===== config.mk =====
export PLATFORM = sky130hd
export DESIGN_NAME = mem_port_scheduler
export DESIGN_NICKNAME = d
export VERILOG_FILES = /design/src/rtl/mem_port_scheduler.sv
export SDC_FILE = /design/constraint.sdc
export NUM_CORES = 1
export LEC_CHECK = 0
export ABC_AREA = 1
export BUFFER_PORTS_ARGS = -buffer_cell sky130_fd_sc_hd__buf_4
export CAP_MARGIN = 10
export CORE_ASPECT_RATIO = 1.75
export CORE_MARGIN = 4
export CORE_UTILIZATION = 40
export CTS_BUF_LIST = sky130_fd_sc_hd__clkbuf_16
export DETAILED_ROUTE_END_ITERATION = 16
export SYNTH_ARGS = -nofsm -noshare
export SYNTH_HDL_FRONTEND = slang
export SYNTH_SLANG_ARGS = --single-unit

===== constraint.sdc =====
create_clock -name clk -period 10.6 [get_ports clk]
set_input_delay 1.06 -clock clk [delete_from_list [all_inputs] [get_ports clk]]
set_output_delay 1.06 -clock clk [all_outputs]
set_load 0.01 [all_outputs]

===== src/rtl/mem_port_scheduler.sv =====
// Round-robin burst scheduler sharing one cellram between NUM_PORTS write and NUM_PORTS read FIFOs.
// Optional feature: define RD_PRIORITY_EN for low-water read-FIFO priority grants.
module mem_port_scheduler #(
  parameter int unsigned NUM_PORTS  = 4,
  parameter int unsigned ADDR_W     = 11,
  parameter int unsigned REGION_W   = 20,
  parameter int unsigned MAX_BURST  = 256,
  parameter int unsigned MIN_BURST  = 2,
  parameter int unsigned FIFO_DEPTH = 2048,
  parameter int unsigned LOW_WATER  = 256
) (
  input  logic                            clk,
  input  logic                            reset,
  input  logic                            cfg_done_i,
  input  logic [NUM_PORTS*ADDR_W-1:0]     wr_level_i,
  input  logic [NUM_PORTS*ADDR_W-1:0]     rd_space_i,
  output logic                            req_valid_o,
  input  logic                            req_ready_i,
  output logic                            req_dir_o,
  output logic [$clog2(NUM_PORTS)-1:0]    req_port_o,
  output logic [ADDR_W-1:0]               req_len_o,
  input  logic                            done_i,
  input  logic [ADDR_W-1:0]               done_len_i,
  output logic [NUM_PORTS*(REGION_W+1)-1:0] ram_occ_o,
  output logic                            busy_o,
  output logic                            err_len_o
);

  localparam int unsigned PORT_W    = $clog2(NUM_PORTS);
  localparam int unsigned SLOT_W    = $clog2(2 * NUM_PORTS);
  localparam int unsigned OCC_W     = REGION_W + 1;
  localparam int unsigned LAST_SLOT = 2 * NUM_PORTS - 1;
  localparam logic [OCC_W-1:0] REGION_BYTES = {1'b1, {REGION_W{1'b0}}};
  localparam logic [OCC_W-1:0] EVEN_MASK    = ~(OCC_W'(1));
  localparam logic [OCC_W-1:0] MAX_LEN      = OCC_W'(MAX_BURST);

  // Reject configurations the length arithmetic cannot honour.
  if ((MIN_BURST < 2) || (MAX_BURST < MIN_BURST) || (LOW_WATER > FIFO_DEPTH)) begin : g_bad_cfg
    $error("mem_port_scheduler: inconsistent burst/water parameters");
  end

  typedef enum logic [1:0] {IDLE, SCAN, ISSUE, BUSY} state_e;

  state_e                 state_q, state_d;
  logic [SLOT_W-1:0]      slot_q, slot_d;
  logic                   req_valid_q, req_valid_d;
  logic                   req_dir_q, req_dir_d;
  logic [PORT_W-1:0]      req_port_q, req_port_d;
  logic [ADDR_W-1:0]      req_len_q, req_len_d;
  logic                   busy_q, busy_d;
  logic                   err_q, err_d;
  logic                   prio_q, prio_d;
  logic [OCC_W-1:0]       occ_q [NUM_PORTS];
  logic [OCC_W-1:0]       occ_d [NUM_PORTS];

  logic [ADDR_W-1:0]      wr_lvl [NUM_PORTS];
  logic [ADDR_W-1:0]      rd_spc [NUM_PORTS];
  logic                   slot_dir;
  logic [PORT_W-1:0]      slot_port;
  logic [OCC_W-1:0]       scan_len;
  logic                   scan_ok;
  logic                   prio_hit;
  logic [PORT_W-1:0]      prio_port;
  logic [OCC_W-1:0]       prio_len;
  logic [ADDR_W-1:0]      moved_len;
  logic [SLOT_W-1:0]      served_slot;

  for (genvar g = 0; g < NUM_PORTS; g++) begin : g_ports
    assign wr_lvl[g] = wr_level_i[g*ADDR_W +: ADDR_W];
    assign rd_spc[g] = rd_space_i[g*ADDR_W +: ADDR_W];
    assign ram_occ_o[g*OCC_W +: OCC_W] = occ_q[g];
  end

  function automatic logic [OCC_W-1:0] min3(input logic [OCC_W-1:0] a,
                                            input logic [OCC_W-1:0] b,
                                            input logic [OCC_W-1:0] c);
    logic [OCC_W-1:0] m;
    m = (a < b) ? a : b;
    return (m < c) ? m : c;
  endfunction

  function automatic logic [SLOT_W-1:0] slot_inc(input logic [SLOT_W-1:0] s);
    return (s == SLOT_W'(LAST_SLOT)) ? '0 : s + 1'b1;
  endfunction

  // Burst size the slot under the pointer could take right now.
  always_comb begin
    slot_dir  = (slot_q >= SLOT_W'(NUM_PORTS));
    slot_port = PORT_W'(slot_dir ? slot_q - SLOT_W'(NUM_PORTS) : slot_q);
    if (slot_dir) begin
      scan_len = min3(occ_q[slot_port] & EVEN_MASK,
                      OCC_W'(rd_spc[slot_port]) & EVEN_MASK, MAX_LEN);
    end else begin
      scan_len = min3(OCC_W'(wr_lvl[slot_port]) & EVEN_MASK,
                      (REGION_BYTES - occ_q[slot_port]) & EVEN_MASK, MAX_LEN);
    end
    scan_ok = (scan_len >= OCC_W'(MIN_BURST));
  end

`ifdef RD_PRIORITY_EN
  // Lowest-numbered starving read FIFO with data in RAM; descending loop so the lowest wins.
  always_comb begin
    prio_hit  = 1'b0;
    prio_port = '0;
    prio_len  = '0;
    for (int i = NUM_PORTS - 1; i >= 0; i--) begin
      if ((rd_spc[i] > ADDR_W'(FIFO_DEPTH - LOW_WATER)) &&
          (occ_q[i] >= OCC_W'(MIN_BURST))) begin
        prio_hit  = 1'b1;
        prio_port = PORT_W'(i);
        prio_len  = min3(occ_q[i] & EVEN_MASK, OCC_W'(rd_spc[i]) & EVEN_MASK, MAX_LEN);
      end
    end
  end
`else
  assign prio_hit  = 1'b0;
  assign prio_port = '0;
  assign prio_len  = '0;
`endif

  assign moved_len   = (done_len_i < req_len_q) ? done_len_i : req_len_q;
  assign served_slot = req_dir_q ? SLOT_W'(req_port_q) + SLOT_W'(NUM_PORTS)
                                 : SLOT_W'(req_port_q);

  always_ff @(posedge clk) begin
    if (reset) begin
      state_q     <= IDLE;
      slot_q      <= '0;
      req_valid_q <= 1'b0;
      req_dir_q   <= 1'b0;
      req_port_q  <= '0;
      req_len_q   <= '0;
      busy_q      <= 1'b0;
      err_q       <= 1'b0;
      prio_q      <= 1'b0;
      for (int i = 0; i < NUM_PORTS; i++) occ_q[i] <= '0;
    end else begin
      state_q     <= state_d;
      slot_q      <= slot_d;
      req_valid_q <= req_valid_d;
      req_dir_q   <= req_dir_d;
      req_port_q  <= req_port_d;
      req_len_q   <= req_len_d;
      busy_q      <= busy_d;
      err_q       <= err_d;
      prio_q      <= prio_d;
      occ_q       <= occ_d;
    end
  end

  always_comb begin
    state_d     = state_q;
    slot_d      = slot_q;
    req_valid_d = req_valid_q;
    req_dir_d   = req_dir_q;
    req_port_d  = req_port_q;
    req_len_d   = req_len_q;
    busy_d      = busy_q;
    err_d       = err_q;
    prio_d      = prio_q;
    occ_d       = occ_q;
    case (state_q)
      IDLE: if (cfg_done_i) state_d = SCAN;
      SCAN: begin
        if (!cfg_done_i) begin
          state_d = IDLE;
        end else if (prio_hit) begin
          state_d     = ISSUE;
          req_valid_d = 1'b1;
          busy_d      = 1'b1;
          req_dir_d   = 1'b1;
          req_port_d  = prio_port;
          req_len_d   = ADDR_W'(prio_len);
          prio_d      = 1'b1;
        end else if (scan_ok) begin
          state_d     = ISSUE;
          req_valid_d = 1'b1;
          busy_d      = 1'b1;
          req_dir_d   = slot_dir;
          req_port_d  = slot_port;
          req_len_d   = ADDR_W'(scan_len);
          prio_d      = 1'b0;
        end else begin
          slot_d = slot_inc(slot_q);
        end
      end
      ISSUE: begin
        if (req_ready_i) begin
          state_d     = BUSY;
          req_valid_d = 1'b0;
        end
      end
      BUSY: begin
        if (done_i) begin
          // Clamped length keeps occupancy within the region in both directions.
          if (req_dir_q) occ_d[req_port_q] = occ_q[req_port_q] - OCC_W'(moved_len);
          else           occ_d[req_port_q] = occ_q[req_port_q] + OCC_W'(moved_len);
          err_d   = err_q | (done_len_i > req_len_q);
          busy_d  = 1'b0;
          slot_d  = prio_q ? slot_q : slot_inc(served_slot);
          state_d = cfg_done_i ? SCAN : IDLE;
        end
      end
      default: state_d = IDLE;
    endcase
  end

  assign req_valid_o = req_valid_q;
  assign req_dir_o   = req_dir_q;
  assign req_port_o  = req_port_q;
  assign req_len_o   = req_len_q;
  assign busy_o      = busy_q;
  assign err_len_o   = err_q;

endmodule

==> flow_summary_export.csv, run 1 <==
group,metric,value,unit
yosys,synth_top_cell_area_share,0.226,
setup_path,crit_path_max_incr_delay,0.71,ns
global_routing,grt_first_pass_wirelength,51.9,mm
drt,firstDrtPassIters,5,
setup_path,cpMostUsedCell,"nand2_1",
clock_network,post_cts_buffers,0,
drt,ant_nets,0,
setup_path,r2r_cells,29,
clock_network,cts_buffers,9,
global_routing,grtUsageMet2,0.491,
cells_and_area,area_delta_synth_final,19.5,%
die,die_y,210,µm
die,io_pins,205,
clock_network,clock_latency,0.36,ns
global_routing,grt_use_total,0.256,
sta,worstMarginPinSlew,1.21,ns
setup_path,reg2reg_to,"req_len_o[8]$_SDFFE_PP0P_",
yosys,yosysUniqueCellTypes,54,
yosys,synth_nets,1678,
setup_path,worstSetupStartpoint,"slot_q[0]$_SDFFE_PP0P_",
drt,vias,10307,
global_routing,antenna_found_initial,0,
yosys,synth_area,9300,µm²
pwr,leakagePower,0.00572,µW
yosys,synth_edf_count,0,
clock_network,cts_hold_buf,0,
yosys,synth.top_cells.by_count,"307 x nand2_1, 189 x inv_1, 181 x nor2_1",
drt,route.detailed.drc,0,
worst_hold_path,min_path_cells,2,
die,dieArea,25800,µm²
placement,hpwl,25.2,mm
global_routing,use_met1,0.283,
placement,port_buffers,195,
setup_path,crit_slowest_cell,"buf_4",
clock_network,cts_tree,"yes",
clock_network,cts.clk_slew.worst_paths,0.08,ns
die,coreArea,22800,µm²
global_routing,grt_busiest_layer,"met2",
sta,maxSlewViolCount,0,
yosys,synthFlopType,"dfxtp_1",
setup_path,critPathRequiredTime,10.89,ns
sta,fin_skew,0.0139,ns
pwr,power_density,148,nW/µm²
die,rows,73,
setup_path,rrSetupSlack,4.95,ns
yosys,yosysMostFrequentCell,"nand2_1",
sta,final-hold-violation-count,0,
setup_path,startpoint_type,"register",
drt,via_per_inst,5.27,
cells_and_area,drive_gt1_frac,0.186,
yosys,async_reset_ff_frac,0,
sta,fin_hold_ws,0.452,ns
sta,setup_viol,0,
yosys,yosys.area.top_type,"dfxtp_1",
setup_path,crit_type,"reg -> reg",
global_routing,grt_max_degree,89,
global_routing,grt_pass1_vias,9683,
yosys,avgSynthCellArea,6.14,µm²
flow_run,maxCapViolCount,0,
yosys,synth_area_leaders,"dfxtp_1 23%, nand2_1 12%, o21ai_0 9.2%, ha_1 7.9%, inv_1 7.6%",
yosys,yosys_warnings,0,
setup_path,critical_path.max_fanout,88,
setup_path,worstSetupEndpoint,"req_len_o[8]$_SDFFE_PP0P_",
drt,wire_per_inst,17.4,µm
die,dieWidth,123,µm
sta,period_needed,5.65,ns
cells_and_area,fill_cells,2439,
sta,max_freq,177,MHz
setup_path,r2r-start,"slot_q[0]$_SDFFE_PP0P_",
placement,gp_congestion,0.970,
cells_and_area,nNetsFinal,1817,
clock_network,cts-root-buf,"clkbuf_16",
setup_path,cp.arrival,5.94,ns
clock_network,clock_path_buffers,2,
sta,rsz0062_at_grt,"false",
yosys,seq_area_frac_synth,0.226,
drt,drtIter0Drc,555,
run_status,outcome,"finished clean",
worst_hold_path,hold_class,"reg -> reg",
clock_network,cts_resized,0,
die,initial_core_util,0.407,
drt,drt-total-wl,34.0,mm
global_routing,grt-ovfl-total,0,
yosys,syn_inst,1513,
clock_network,cts_num_sinks,105,
sta,final.period_utilization,0.533,
sta,setup_tns,0,ns
clock_network,h-tree-depth,3,
global_routing,gr-usage-met3,0.0248,
cells_and_area,antennaDiodeCount,0,
pwr,peakVddDrop,0.0797,mV
setup_path,cp-end-kind,"register",
sta,relSlewSlack,0.190,
yosys,synth_seq_cells,105,
==> cell families after synthesis <==
kind of cell	after synthesis	share of synthesized area
fa+ha+maj	61	0.0837
compound gates	371	0.218
xor+xnor	25	0.0236
mux	2	0.00229
other cells	1	0.000403
flops	105	0.226
buf+inv	273	0.120
simple gates	675	0.327
==> power by group <==
| part | internal, µW | switching, µW | leakage (µW) |
|---|---|---|---|
| Combinational | 298 | 604 | 0.00474 |
| Clock | 159 | 163 | 0.000130 |
| Sequential | 406 | 11.6 | 0.000848 |
==> cell usage in the layout, fill, tap and decap left out, drive strengths merged, types with 2 or more instances in the layout <==
| cell | n |
|---|---|
| dfxtp | 105 |
| nor3 | 10 |
| nor2 | 208 |
| a32o | 5 |
| clkinvlp | 2 |
| a31oi | 3 |
| o22ai | 16 |
| o31ai | 4 |
| nor4 | 3 |
| a41oi | 2 |
| o21bai | 3 |
| nand2 | 338 |
| nand4 | 17 |
| a211oi | 2 |
| buf | 204 |
| a32oi | 17 |
| o21ai | 186 |
| nand3 | 80 |
| or2 | 16 |
| fa | 2 |
| a21o | 2 |
| xor2 | 25 |
| ha | 59 |
| inv | 195 |
| a21oi | 127 |
| clkbuf | 9 |
| clkinv | 7 |
==> registers in the layout, indices dropped and copies added, names as in the netlist, named ones only <==
name / cells
slot_q: 3
busy_o: 1
req_port_o: 2
req_valid_o: 1
req_dir_o: 1
req_len_o: 10
err_len_o: 1
state_q: 1
ram_occ_o: 84
==> routing by layer <==
metal  wire length (µm)  vias to the layer above  part of all wire
met5                  0                        -                 0
met3               1660                       58             0.049
li1                   -                     5213                 -
met4               1100                        0             0.032
met1              13100                     4713              0.38
met2              18200                      323              0.54
==> area by class of cell <==
type	count	area (µm²)	area share
Timing Repair Buffer	204	1530	0.138
Sequential cell	105	2100	0.189
Clock buffer	9	225	0.0203
Inverter	197	744	0.0670
Clock inverter	7	48.8	0.00439
Multi-Input combinational cell	1135	6080	0.547
Tap cell	300	375	0.0338
==> worst max-delay path: cells and delay by family (launching register included) <==
kind	cells	cell delay (ns)
adders and majority gates	2	0.58
DFF	1	0.32
and+or+nand+nor	22	2.97
buffers and inverters	4	1.44
xor gates and xnor gates	1	0.19
==> per-stage QoR <==
stage | utilization | instances | total power, µW | worst slack, ns | area [µm²]
2_1_floorplan | - | 1513 | 1090 | 5.94 | 9300
3_3_place_gp | 0.475 | 1941 | 1310 | 4.81 | 10800
3_5_place_dp | 0.475 | 1941 | 1320 | 4.74 | 10800
4_1_cts | 0.487 | 1957 | 1640 | 5.00 | 11100
5_1_grt | 0.487 | 1957 | 1760 | 4.44 | 11100
6_report | 0.487 | 1957 | 1640 | 4.95 | 11100
==> how the worst min path moves through the flow <==
stage / start / endpoint / slack [ns]
6_report: busy_o$_SDFFE_PP0P_ / busy_o$_SDFFE_PP0P_ / 0.45
5_1_grt: req_valid_o$_SDFFE_PP0P_ / req_valid_o$_SDFFE_PP0P_ / 0.48
4_1_cts: busy_o$_SDFFE_PP0P_ / busy_o$_SDFFE_PP0P_ / 0.46
3_5_place_dp: busy_o$_SDFFE_PP0P_ / busy_o$_SDFFE_PP0P_ / 0.44
3_3_place_gp: req_valid_o$_SDFFE_PP0P_ / req_valid_o$_SDFFE_PP0P_ / 0.44
2_1_floorplan: req_valid_o$_SDFFE_PP0P_ / req_valid_o$_SDFFE_PP0P_ / 0.47
No activity file was read; power rests on OpenSTA's default activity.
==> inputs of run 2 (changes only) <==
Settings changed: ABC_AREA 1 to 0.
Clock period 10.6 ns to 5.85 ns, I/O delays scaled along.
==> run 2 against run 1 <==
- clock skew shrank 0.0047 ns
- power grew 0.38%
- die area shrank 9.9%
- sequential cell count is the same
- critical endpoint is now slot_q[1]$_SDFFE_PP0P_
- global-route usage shrank 1.5 points
- non-clock buffer count grew 25
- register-to-register slack lost 4.7 ns
==> flow_summary_export.csv, run 2 <==
group,metric,value,unit
run_status,outcome,"finished clean",
drt,ant_nets,0,
yosys,synth_top_cell_area_share,0.252,
pwr,peakVddDrop,0.147,mV
die,coreArea,20400,µm²
clock_network,cts_hold_buf,0,
yosys,syn_inst,941,
yosys,synth_area_leaders,"dfxtp_1 25%, mux4_2 16%, ha_1 8.9%, nand2_1 5.4%, a21oi_1 4.7%",
clock_network,cts.clk_slew.worst_paths,0.07,ns
die,initial_core_util,0.409,
yosys,yosysUniqueCellTypes,72,
cells_and_area,fill_cells,2014,
drt,via_per_inst,5.74,
sta,fin_skew,0.00923,ns
global_routing,grt_pass1_vias,7926,
global_routing,grt_first_pass_wirelength,43.0,mm
cells_and_area,largest_reg_flops,84,
die,io_pins,205,
cells_and_area,nNetsFinal,1287,
global_routing,grt_max_degree,74,
sta,setup_viol,0,
yosys,async_reset_ff_frac,0,
global_routing,grt-ovfl-total,0,
setup_path,critical_path.max_fanout,7,
sta,max_freq,178,MHz
clock_network,cts-root-buf,"clkbuf_16",
pwr,power_density,157,nW/µm²
sta,relSlewSlack,0.329,
worst_hold_path,hold_class,"reg -> reg",
sta,maxSlewViolCount,0,
setup_path,rrSetupSlack,0.25,ns
clock_network,clock_latency,0.36,ns
placement,place_ws,0.0255,ns
setup_path,cp-end-kind,"register",
yosys,yosys_warnings,0,
clock_network,cts_buffers,9,
cells_and_area,layout_common_cells,"227 x buf_4, 120 x nand2_1, 102 x dfxtp_1",
sta,final-hold-violation-count,0,
drt,wire_per_inst,20.8,µm
sta,fin_hold_ws,0.486,ns
drt,route.detailed.drc,0,
yosys,synthFlopType,"dfxtp_1",
drt,vias,7889,
die,die_y,199,µm
sta,worstMarginPinSlew,1.00,ns
cells_and_area,design_area,10500,µm²
placement,dpl_cell_area,10100,µm²
pwr,p_total,1650,µW
flow_run,maxCapViolCount,0,
placement,port_buffers,195,
cells_and_area,drive_gt1_frac,0.294,
cells_and_area,antennaDiodeCount,0,
yosys,avgSynthCellArea,8.85,µm²
cells_and_area,area_delta_synth_final,25.7,%
sta,final.period_utilization,0.958,
pwr,leakagePower,0.00431,µW
die,rows,69,
yosys,synth_area,8330,µm²
yosys,synth_nets,1106,
placement,gp_congestion,0.919,
setup_path,critPathRequiredTime,6.06,ns
setup_path,crit_type,"reg -> reg",
drt,firstDrtPassIters,5,
yosys,synth_seq_cells,105,
clock_network,cts_num_sinks,105,
setup_path,cp.arrival,5.82,ns
drt,drt-total-wl,28.6,mm
global_routing,grt_use_total,0.242,
yosys,yosysMostFrequentCell,"nand2_1",
setup_path,startpoint_type,"register",
yosys,seq_area_frac_synth,0.252,
yosys,yosys.area.top_type,"dfxtp_1",
cells_and_area,layout_commonest_cell,"buf_4",
clock_network,clock_path_buffers,2,
placement,hpwl,22.1,mm
clock_network,h-tree-depth,3,
drt,drtIter0Drc,477,
sta,fin_ws,0.245,ns
yosys,synth_edf_count,0,
die,dieArea,23300,µm²
yosys,synth.top_cells.by_count,"120 x nand2_1, 105 x dfxtp_1, 79 x a21oi_1",
clock_network,cts_tree,"yes",
global_routing,antenna_found_initial,0,
die,dieWidth,117,µm
sta,period_needed,5.60,ns
run 2: cell count changes after synthesis, sizes merged, moves of 20 or more:
cell    before  now
nand3       80   27
o21ai      186   32
nand2      338  120
nand3b       1   26
nor2       208   60
mux2i        1   25
a21oi      127   80
mux4         0   62
a211oi       2   22
inv        194   55
run 2: where the power goes:
group | switching, µW | total [µW] | internal [µW]
combinational | 135 | 269 | 135
clock | 282 | 653 | 371
sequential | 6.46 | 725 | 718
total | 423 | 1650 | 1220
run 2: worst max-delay path: stages (launching register included):
cell,delay (ns)
dfxtp_2,0.48
mux4_2,0.62
or4_4,0.58
nor4_1,0.35
xnor2_1,0.22
inv_1,0.08
ha_1,0.30
nand3_1,0.09
or3_1,0.40
a222oi_1,0.36
buf_4,0.18
nand4_1,0.22
and2_1,0.33
a221o_1,0.44
and2b_2,0.30
a31oi_4,0.13
a311oi_1,0.28
a211oi_1,0.08
run 2: final timing paths:
check	cells after the start	endpoint	startpoint
worst min register to register	2	ram_occ_o[40]$_SDFFE_PP0P_	ram_occ_o[40]$_SDFFE_PP0P_
worst max-delay path	17	slot_q[1]$_SDFFE_PP0P_	slot_q[0]$_SDFFE_PP0P_
worst min-delay path	2	ram_occ_o[40]$_SDFFE_PP0P_	ram_occ_o[40]$_SDFFE_PP0P_
worst max register to register	17	slot_q[1]$_SDFFE_PP0P_	slot_q[0]$_SDFFE_PP0P_
run 2: routing by layer:
layer	vias to the layer above	track usage	share of wire
li1	3798	-	-
met1	3827	0.262	0.36
met2	203	0.455	0.56
met3	61	0.0314	0.036
met4	0	0.108	0.040
met5	-	0	0
run 2: layout make-up:
cell class                 instances  area, µm²  area share
clock buffer                       9        225      0.0215
inverter                          55        206      0.0197
timing repair buffer             229       1740       0.167
clock inverter                     7       86.3     0.00825
sequential                       105       2110       0.201
tap                              248        310      0.0296
multi-input combinational        722       5790       0.553
run 2: metrics by stage:
stage	TNS (ns)	utilization	instances
2_1_floorplan	0	-	941
3_3_place_gp	0	0.496	1357
3_5_place_dp	0	0.496	1357
4_1_cts	0	0.511	1373
5_1_grt	-1.74	0.514	1375
6_report	0	0.514	1375
run 2: repair_timing:
item / CTS / global route
buffers inserted: 0 / 2
endpoints found under the setup margin: 0 / 38
resized for setup: 0 / 5
run 2: cells by family (layout without fill, tap and decap cells):
kind of cell | after synthesis | in the layout | share of synthesized area
AND/OR/NAND/NOR | 341 | 341 | 0.208
AO/OA/AOI/OAI | 205 | 205 | 0.161
buffers and inverters | 114 | 300 | 0.0568
flip-flops | 105 | 105 | 0.252
multiplexers | 89 | 89 | 0.202
adder cells (fa/ha/maj) | 61 | 61 | 0.0934
XOR/XNOR | 25 | 25 | 0.0263
other | 1 | 1 | 0.000450
